## src/rtl/popcount_pkg.sv

```systemverilog
// Shared definitions for the sequential popcount neuron: FSM encoding and datapath widths.
// Latency: n/a (types and constants only).
// Backpressure: n/a.
package popcount_pkg;

    // Width of one activation chunk fed to the shared popcount unit.
    localparam int CHUNK_W = 19;

    // Popcount result width; 0..31 covers both exact and approximate variants.
    localparam int PC_W = 5;

    // Evaluation FSM: accept, stream positive chunks, stream negative chunks, hold result.
    typedef enum logic [1:0] {
        ST_IDLE = 2'd0,
        ST_POS  = 2'd1,
        ST_NEG  = 2'd2,
        ST_DONE = 2'd3
    } state_e;

endpackage

```

## src/rtl/popcount19_unit.sv

```systemverilog
// Combinational 19-input popcount (exact variant bound here; approximate variants share this port list).
// Latency: 0 cycles, purely combinational.
// Backpressure: none, no state.
module popcount19_unit
    import popcount_pkg::*;
(
    input  logic [CHUNK_W-1:0] input_a,
    output logic [PC_W-1:0]    out
);

    // Exact count of set bits in the chunk; max 19 fits comfortably in PC_W bits.
    always_comb begin
        out = '0;
        for (int i = 0; i < CHUNK_W; i++) begin
            out = out + PC_W'(input_a[i]);
        end
    end

endmodule

```

## src/rtl/popcount_seq_neuron.sv

```systemverilog
// Ternary neuron: time-shares one popcount19 unit over CHUNKS pos then CHUNKS neg chunks, sum >= thr.
// Latency: 2*CHUNKS+1 edges from accept (inclusive) to out_valid; next accept 2*CHUNKS+2 cycles apart at best.
// Backpressure: result held stable in DONE until out_ready; in_ready only in IDLE, busy requests are dropped.
module popcount_seq_neuron
    import popcount_pkg::*;
#(
    parameter int CHUNKS = 4,
    parameter int SUM_W  = $clog2(31*CHUNKS+1)+1
)(
    input  logic                        clk,
    input  logic                        rst,
    input  logic                        in_valid,
    output logic                        in_ready,
    input  logic [CHUNK_W*CHUNKS-1:0]   in_pos,
    input  logic [CHUNK_W*CHUNKS-1:0]   in_neg,
    input  logic signed [SUM_W-1:0]     in_thr,
    output logic                        out_valid,
    input  logic                        out_ready,
    output logic signed [SUM_W-1:0]     out_sum,
    output logic                        out_fire
);

    localparam int VEC_W = CHUNK_W * CHUNKS;
    localparam int IDX_W = (CHUNKS > 1) ? $clog2(CHUNKS) : 1;
    localparam logic [IDX_W-1:0] IDX_LAST = IDX_W'(CHUNKS - 1);

    state_e                   state;
    logic [IDX_W-1:0]         idx;
    logic signed [SUM_W-1:0]  acc;
    logic signed [SUM_W-1:0]  acc_next;
    logic signed [SUM_W-1:0]  thr_q;
    logic signed [SUM_W-1:0]  cnt_ext;
    logic [VEC_W-1:0]         pos_q;
    logic [VEC_W-1:0]         neg_q;
    logic [CHUNK_W-1:0]       pc_in;
    logic [PC_W-1:0]          pc_cnt;
    logic                     idx_last;

    assign in_ready  = (state == ST_IDLE);
    assign out_valid = (state == ST_DONE);
    assign idx_last  = (idx == IDX_LAST);

    // Select the captured chunk for the current phase; idle popcount input is held at zero.
    always_comb begin
        pc_in = '0;
        case (state)
            ST_POS:  pc_in = pos_q[int'(idx)*CHUNK_W +: CHUNK_W];
            ST_NEG:  pc_in = neg_q[int'(idx)*CHUNK_W +: CHUNK_W];
            default: pc_in = '0;
        endcase
    end

    popcount19_unit u_popcount (
        .input_a (pc_in),
        .out     (pc_cnt)
    );

    // Count is always non-negative, so widen with zeros before the signed add/subtract.
    assign cnt_ext = SUM_W'(pc_cnt);

    // Same-cycle accumulate: add in POS, subtract in NEG.
    always_comb begin
        acc_next = acc;
        case (state)
            ST_POS:  acc_next = acc + cnt_ext;
            ST_NEG:  acc_next = acc - cnt_ext;
            default: acc_next = acc;
        endcase
    end

    // Evaluation FSM, operand capture and result registers.
    always_ff @(posedge clk or posedge rst) begin
        if (rst) begin
            state    <= ST_IDLE;
            idx      <= '0;
            acc      <= '0;
            pos_q    <= '0;
            neg_q    <= '0;
            thr_q    <= '0;
            out_sum  <= '0;
            out_fire <= 1'b0;
        end else begin
            case (state)
                ST_IDLE: begin
                    if (in_valid) begin
                        pos_q <= in_pos;
                        neg_q <= in_neg;
                        thr_q <= in_thr;
                        acc   <= '0;
                        idx   <= '0;
                        state <= ST_POS;
                    end
                end
                ST_POS: begin
                    acc <= acc_next;
                    if (idx_last) begin
                        idx   <= '0;
                        state <= ST_NEG;
                    end else begin
                        idx <= idx + 1'b1;
                    end
                end
                ST_NEG: begin
                    acc <= acc_next;
                    if (idx_last) begin
                        idx      <= '0;
                        out_sum  <= acc_next;
                        out_fire <= (acc_next >= thr_q);
                        state    <= ST_DONE;
                    end else begin
                        idx <= idx + 1'b1;
                    end
                end
                default: begin
                    if (out_ready) begin
                        state <= ST_IDLE;
                    end
                end
            endcase
        end
    end

endmodule

```

## config.mk

```make
export PLATFORM = sky130hd
export DESIGN_NAME = popcount_seq_neuron
export DESIGN_NICKNAME = d
export VERILOG_FILES = /design/src/rtl/popcount_pkg.sv /design/src/rtl/popcount19_unit.sv /design/src/rtl/popcount_seq_neuron.sv
export SDC_FILE = /design/constraint.sdc
export NUM_CORES = 1
export LEC_CHECK = 0
export ABC_AREA = 1
export BUFFER_PORTS_ARGS = -buffer_cell sky130_fd_sc_hd__buf_2
export CAP_MARGIN = 20
export CORE_ASPECT_RATIO = 0.9
export CORE_MARGIN = 5
export CORE_UTILIZATION = 40
export DETAILED_ROUTE_END_ITERATION = 7
export PLACE_DENSITY = 0.7
export SLEW_MARGIN = 40
export SYNTH_ARGS = -nofsm -noshare
export SYNTH_HDL_FRONTEND = slang
export SYNTH_SLANG_ARGS = --single-unit
```

## constraint.sdc

```tcl
create_clock -name clk -period 6.8 [get_ports clk]
set_input_delay 0.68 -clock clk [delete_from_list [all_inputs] [get_ports clk]]
set_output_delay 0.68 -clock clk [all_outputs]
set_load 0.01 [all_outputs]
```

==> metrics.md, run 1 <==
| Metric | Value |
|---|---|
| Root Buffer | clkbuf_16 |
| Synth area leader | dfrtp_1 |
| Post-Syn Area | ~9400 um2 |
| Reg-to-reg endpoint | out_fire |
| Largest cells by area after synthesis | dfrtp_1, nand2_1, o21ai_0 |
| Yosys top cell area share | ~48% |
| Setup TNS Final | -0.5291 ns |
| Placed cells | 1,649 |
| Final min period | about 7.3 ns |
| Worst path slowest cell | fa_1 |
| Hpwl dp | approximately 20,000 um |
| Core area | between 20,000 and 25,000 um2 |
| Syn Area/Cell | slightly below 8 um2 |
| Ant. Diodes | 0 |
| Fin crit share | 107.8% |
| Post-cts hold buffer count | 0 |
| Clk_skew | ~0.016 ns |
| Maximum achievable frequency | around 140 MHz |
| DR vias/cell | between 4 and 5 |
| Worst setup margin | -0.5291 ns |
| FF-to-FF setup slack | -0.53 ns |
| Yosys warnings | 0 |
| Fin. Hold Viols | 0 |
| First-pass GRT wire length | roughly 43,000 um |
| Die area | 26,590 um2 |
| I/O Buffers | 174 |
| All-Layer GR Usage | between 20% and 30% |
| Synth cell count leaders | nand2_1, dfrtp_1, o21ai_0, inv_1, nor2_1 |
| Vias | ~8,400 |
| Post-Syn Nets | 1,388 |
| H-tree Lvls | 4 |
| Worst Path Required | 7.18 ns |
| Final setup violating endpoints | 1 |
| Arr. time, crit path | roughly 7.7 ns |
| Share of layout cells above drive strength 1 | between 20 and 25% |
| Pin count of the biggest net entering global routing | 102 |
| Worst skew pair latency | around 0.44 ns |
| FFs w/ async S/R, synth | 100.0% |
| Number of global-route vias before repair | approximately 8,300 |
| Antenna viol nets, final | 0 |
| DRC violations left | 0 |
| Die X | approximately 170 um |
| Total grt overflow | 0 |
| Longest Clk Path Bufs | 2 |
| DR pass1 iterations | 7 |
| Top-count cell post-synth | nand2_1 |
| Pins Over Slew Limit | 0 |
| CTS tree | yes |
| Detailed Route Iter0 Violations | roughly 890 |
| DR WL/cell | roughly 16 um |
| Prevailing post-synth register cell | dfrtp_1 |
| Clock buffer count from CTS | 17 |
| Placer Congestion | 0.8768 |
| Area growth syn-to-layout | 23.91% |
| Path type of the worst min-delay path | primary input to asynchronous set/reset pin |
| Crit start category | register |
| Initial antenna violation count | 0 |
| Post-synthesis sequential area ratio | between 40 and 50% |
| Worst r2r src | state[0] |
| RSZ-0062 raised after global routing | true |
| CP peak stage delay | 0.51 ns |
| Reg clk slew, reported paths | about 0.080 ns |
| Cell Rows | 53 |
| Most common cell on crit path | nand2_1 |
| Cells after Synth | ~1,200 |
| CP Max Fanout | 5 |
| Synth cell types | 33 |
| Initial Util | approximately two fifths |
| Worst path bufs/invs | 7 |
| WL final | ~27,000 um |
| Worst rel slew slack | a little over half |
| CTS sink cnt | 181 |
| Chip height | between 150 and 200 um |
| Finished Layout Cells | ~1,700 |
| Least-Margin Pin Slew | about 0.69 ns |
| Max-cap viol count | 0 |
| Delay-heaviest family, CP | adder cells |
| Reg2reg path depth | 40 |
| Setup crit end kind | register |
| Register bit total from synthesis | between 150 and 200 |
| Critical path class | register to register |
| Status | finished, violations left |
| Failing checks | setup timing |
| IO Count | around 180 |
| Final net count | between 1,500 and 2,000 |
| Number of synthesized flops with an enable pin | 0 |
[flip-flops by register name, indices dropped and copies added (netlist names)]
register	count
neg_q	76
pos_q	76
acc	8
out_sum	8
thr_q	8
idx	2
state	2
out_fire	1
[cell type report]
cell class | count | area (um2)
clock buffers | 18 | 429.2
clock inverters | 14 | 183.9
fillers | 2254 | 11600
inverters | 88 | 347.8
multi-input cells | 844 | 4303
flip-flops and latches | 181 | 4529
well taps | 302 | 377.9
repair buffers | 240 | 1440
[how the worst max path moves through the flow]
stage / start / endpoint / slack (ns) / depth (start not counted)
4_1_cts: state[0] / out_fire / -0.47 / 40
3_3_place_gp: state[1] / out_fire / -0.35 / 33
6_report: state[0] / out_fire / -0.53 / 40
3_5_place_dp: state[1] / out_fire / -0.53 / 33
5_1_grt: state[0] / out_fire / -0.89 / 40
2_1_floorplan: state[1] / out_fire / -0.15 / 39
[worst register-to-register path: cells and delay by family (launching register included)]
| family | cells | cell delay [ns] |
|---|---|---|
| AOI/OAI and AO/OA | 4 | 0.78 |
| adders and majority gates | 12 | 4.29 |
| xor gates and xnor gates | 1 | 0.15 |
| buffers and inverters | 7 | 0.51 |
| and+or+nand+nor | 16 | 1.15 |
| DFF | 1 | 0.39 |
[layout by cell type (no fill, tap or decap), types with 13 or more instances in the layout]
cell	instances
o21ai_1	25
nor2_1	71
dfrtp_1	181
inv_1	77
clkbuf_16	17
o211ai_1	14
buf_4	55
fa_1	13
o221ai_1	14
nand3_1	29
a21oi_1	22
o21ai_0	103
ha_1	26
nand2_1	468
buf_2	175
[routing by layer]
layer | track usage (%) | wire (um)
met5 | 0 | 0
met4 | 5.319 | 588
met3 | 4.548 | 1736
met2 | 31.20 | 12180
met1 | 29.53 | 12340
[per-stage QoR]
step,utilization (%),worst slack (ns),hold slack [ns],cell area [um2]
2_1_floorplan,-,-0.1491,0.4436,9480
3_3_place_gp,46.84,-0.3549,0.4584,10870
3_5_place_dp,46.84,-0.5252,0.4600,10870
4_1_cts,49.52,-0.4669,0.3689,11490
5_1_grt,50.03,-0.8942,0.4135,11610
6_report,50.03,-0.5291,0.3437,11610
[cell families after synthesis]
logic type / Yosys count / share of synthesized area, %
AND/OR/NAND/NOR: 594 / 24.80
AO/OA/AOI/OAI: 200 / 12.44
flip-flops: 181 / 48.34
buffers and inverters: 156 / 6.983
adder cells (fa/ha/maj): 43 / 6.783
XOR/XNOR: 7 / 0.6543
[what timing repair did]
action | CTS | global route
buffers inserted | 0 | 5
cloned | 0 | 1
endpoints found under the setup margin | 1 | 8
pin swaps | 1 | 9
resized for setup | 5 | 15
Power of run 1 is left out: the tool's default activity adds up to more than one toggle a clock period on the data nets, which glitch-free logic cannot reach.
==> run 2, diff against run 1 <==
--- a/config.mk
+++ b/config.mk
@@ -12,7 +12,7 @@
 export CORE_MARGIN = 5
 export CORE_UTILIZATION = 40
 export DETAILED_ROUTE_END_ITERATION = 7
-export PLACE_DENSITY = 0.7
+export PLACE_DENSITY = 0.68
 export SLEW_MARGIN = 40
 export SYNTH_ARGS = -nofsm -noshare
 export SYNTH_HDL_FRONTEND = slang
==> constraint.sdc (replaced) <==
create_clock -name clk -period 6.9 [get_ports clk]
set_input_delay 0.69 -clock clk [delete_from_list [all_inputs] [get_ports clk]]
set_output_delay 0.69 -clock clk [all_outputs]
set_load 0.01 [all_outputs]
==> metrics.md, run 2 (same netlist as run 1, synthesis figures left out) <==
| Metric | Value |
|---|---|
| Status | finished, violations left |
| Failing checks | setup timing |
| WHS | 0.3049 ns (-0.03878 ns) |
| Detailed Route Iter0 Violations | 659 (-26%) |
| Post-cts hold buffer count | 0 (unchanged) |
| Worst Path Required | 7.23 ns (+0.05 ns) |
| CP peak stage delay | 0.55 ns (+0.04 ns) |
| Share of layout cells above drive strength 1 | 23.28% (+0.029 points) |
| First-pass GRT wire length | 42,820 um (-0.26%) |
| Placed cells | 1,647 (-0.12%) |
| WL final | 26,840 um (about the same) |
| Longest Clk Path Bufs | 2 (unchanged) |
| DR pass1 iterations | 6 (-1) |
| Largest regs | neg_q: 76 flops, pos_q: 76 flops |
| Initial antenna violation count | 1 (+1) |
| Path type of the worst min-delay path | primary input to asynchronous set/reset pin |
| DRC violations left | 0 (unchanged) |
| I/O Buffers | 174 (unchanged) |
| All-Layer GR Usage | 20.50% (+0.10 points) |
| Chip height | 155.2 um (unchanged) |
| Crit start category | register |
| Worst setup margin | -0.3612 ns (+0.1678 ns) |
| H-tree Lvls | 4 (unchanged) |
| CTS tree | yes |
| Final setup violating endpoints | 1 (unchanged) |
| Max-cap viol count | 0 (unchanged) |
| Setup TNS Final | -0.3612 ns (+0.1678 ns) |
| CTS sink cnt | 181 (unchanged) |
| Cell Rows | 53 (unchanged) |
| Pins Over Slew Limit | 0 (unchanged) |
| Die area | 26,590 um2 (unchanged) |
| RSZ-0062 raised after global routing | true |
| Maximum achievable frequency | 137.7 MHz (+0.93%) |
| Placer Congestion | 0.8701 (-0.76%) |
| Reg clk slew, reported paths | 0.07 ns (about the same) |
| Commonest non-fill, non-tap cells in the layout | nand2_1, dfrtp_1, buf_2 |
| Antenna viol nets, final | 0 (unchanged) |
| Core area | 23,210 um2 (unchanged) |
| Pin count of the biggest net entering global routing | 109 (+6.9%) |
| DR WL/cell | 15.97 um (+0.33%) |
| Worst path slowest cell | fa_1 |
| Vias | 8,358 (-0.68%) |
| Final min period | 7.261 ns (-0.06782 ns) |
| CP Max Fanout | 12 (+7) |
| Number of global-route vias before repair | 8,095 (-2.6%) |
| Ant. Diodes | 0 (unchanged) |
| Fill count | 2,288 (+1.5%) |
| Worst rel slew slack | 53.61% (-0.33 points) |
| Root Buffer | clkbuf_16 |
| Critical path class | register to register |
| Fin crit share | 105.2% (-2.5 points) |
| Hpwl dp | 19,930 um (-0.65%) |
| Clk_skew | 0.01294 ns (-0.002668 ns) |
| Commonest non-fill, non-tap cell in the layout | nand2_1 |
| Die X | 171.3 um (unchanged) |
| Total grt overflow | 0 (unchanged) |
| Area growth syn-to-layout | 23.57% |
| Initial Util | 40.37% (unchanged) |
| Worst skew pair latency | 0.44 ns (about the same) |
| Clock buffer count from CTS | 17 (unchanged) |
| DR vias/cell | 4.972 (-0.32%) |
| Least-Margin Pin Slew | 0.6958 ns (+0.004909 ns) |
| Setup crit end kind | register |
| Final net count | 1,574 (-0.32%) |
| IO Count | 175 (unchanged) |
| Fin. Hold Viols | 0 (unchanged) |
| Arr. time, crit path | 7.59 ns (-0.12 ns) |
| Finished Layout Cells | 1,681 (-0.36%) |
==> run 2: worst max-delay path: cells and delay by family (launching register included) <==
kind / cells / cell delay [ns]
AOI/OAI and AO/OA: 3 / 0.58
xor gates and xnor gates: 1 / 0.15
adders and majority gates: 12 / 4.41
buffers and inverters: 7 / 0.49
DFF: 1 / 0.39
and+or+nand+nor: 15 / 1.11
==> run 2: worst paths after layout <==
check / from / end / slack, ns / cells after the start
max in group asynchronous: rst / pos_q[51] / 5.54 / 3
hold reg to reg: pos_q[23] / pos_q[23] / 0.48 / 2
min in group clk: in_pos[70] / pos_q[70] / 0.44 / 3
hold / removal: rst / neg_q[9] / 0.30 / 2
setup / recovery: state[0] / out_fire / -0.36 / 38
setup reg to reg: state[0] / out_fire / -0.36 / 38
==> run 2: final cells by class <==
class                           instances  area [um2]  area share (%)
Clock buffer                           18       439.2           3.793
Multi-Input combinational cell        844        4312           37.24
Tap cell                              302       377.9           3.263
Sequential cell                       181        4529           39.12
Timing Repair Buffer                  235        1410           12.18
Clock inverter                         13       165.2           1.426
Inverter                               88       345.3           2.982
==> run 2: stage by stage <==
stage               instance area (um2)  util (%)  worst slack (ns)
CTS                               11480     49.47           -0.3279
detailed placement                10860     46.80           -0.4263
finish                            11580     49.89           -0.3612
global placement                  10860     46.78           -0.2581
floorplan                          9480         -          -0.04908
global route                      11580     49.89           -0.7755
==> run 2: layer usage <==
metal / global-route usage [%] / vias up / part of all wire, %
met5: 0 / - / 0.071
met4: 5.621 / 2 / 2.1
met3: 4.014 / 29 / 6.1
met2: 29.78 / 281 / 44
met1: 31.30 / 3895 / 48
li1: - / 4151 / -
==> run 2: repair_timing <==
action,4_1_cts,5_1_grt
setup buffers,0,2
pin swaps,1,6
resized for setup,7,21
endpoints found under the setup margin,1,4
Power of run 2 is left out for the same reason.
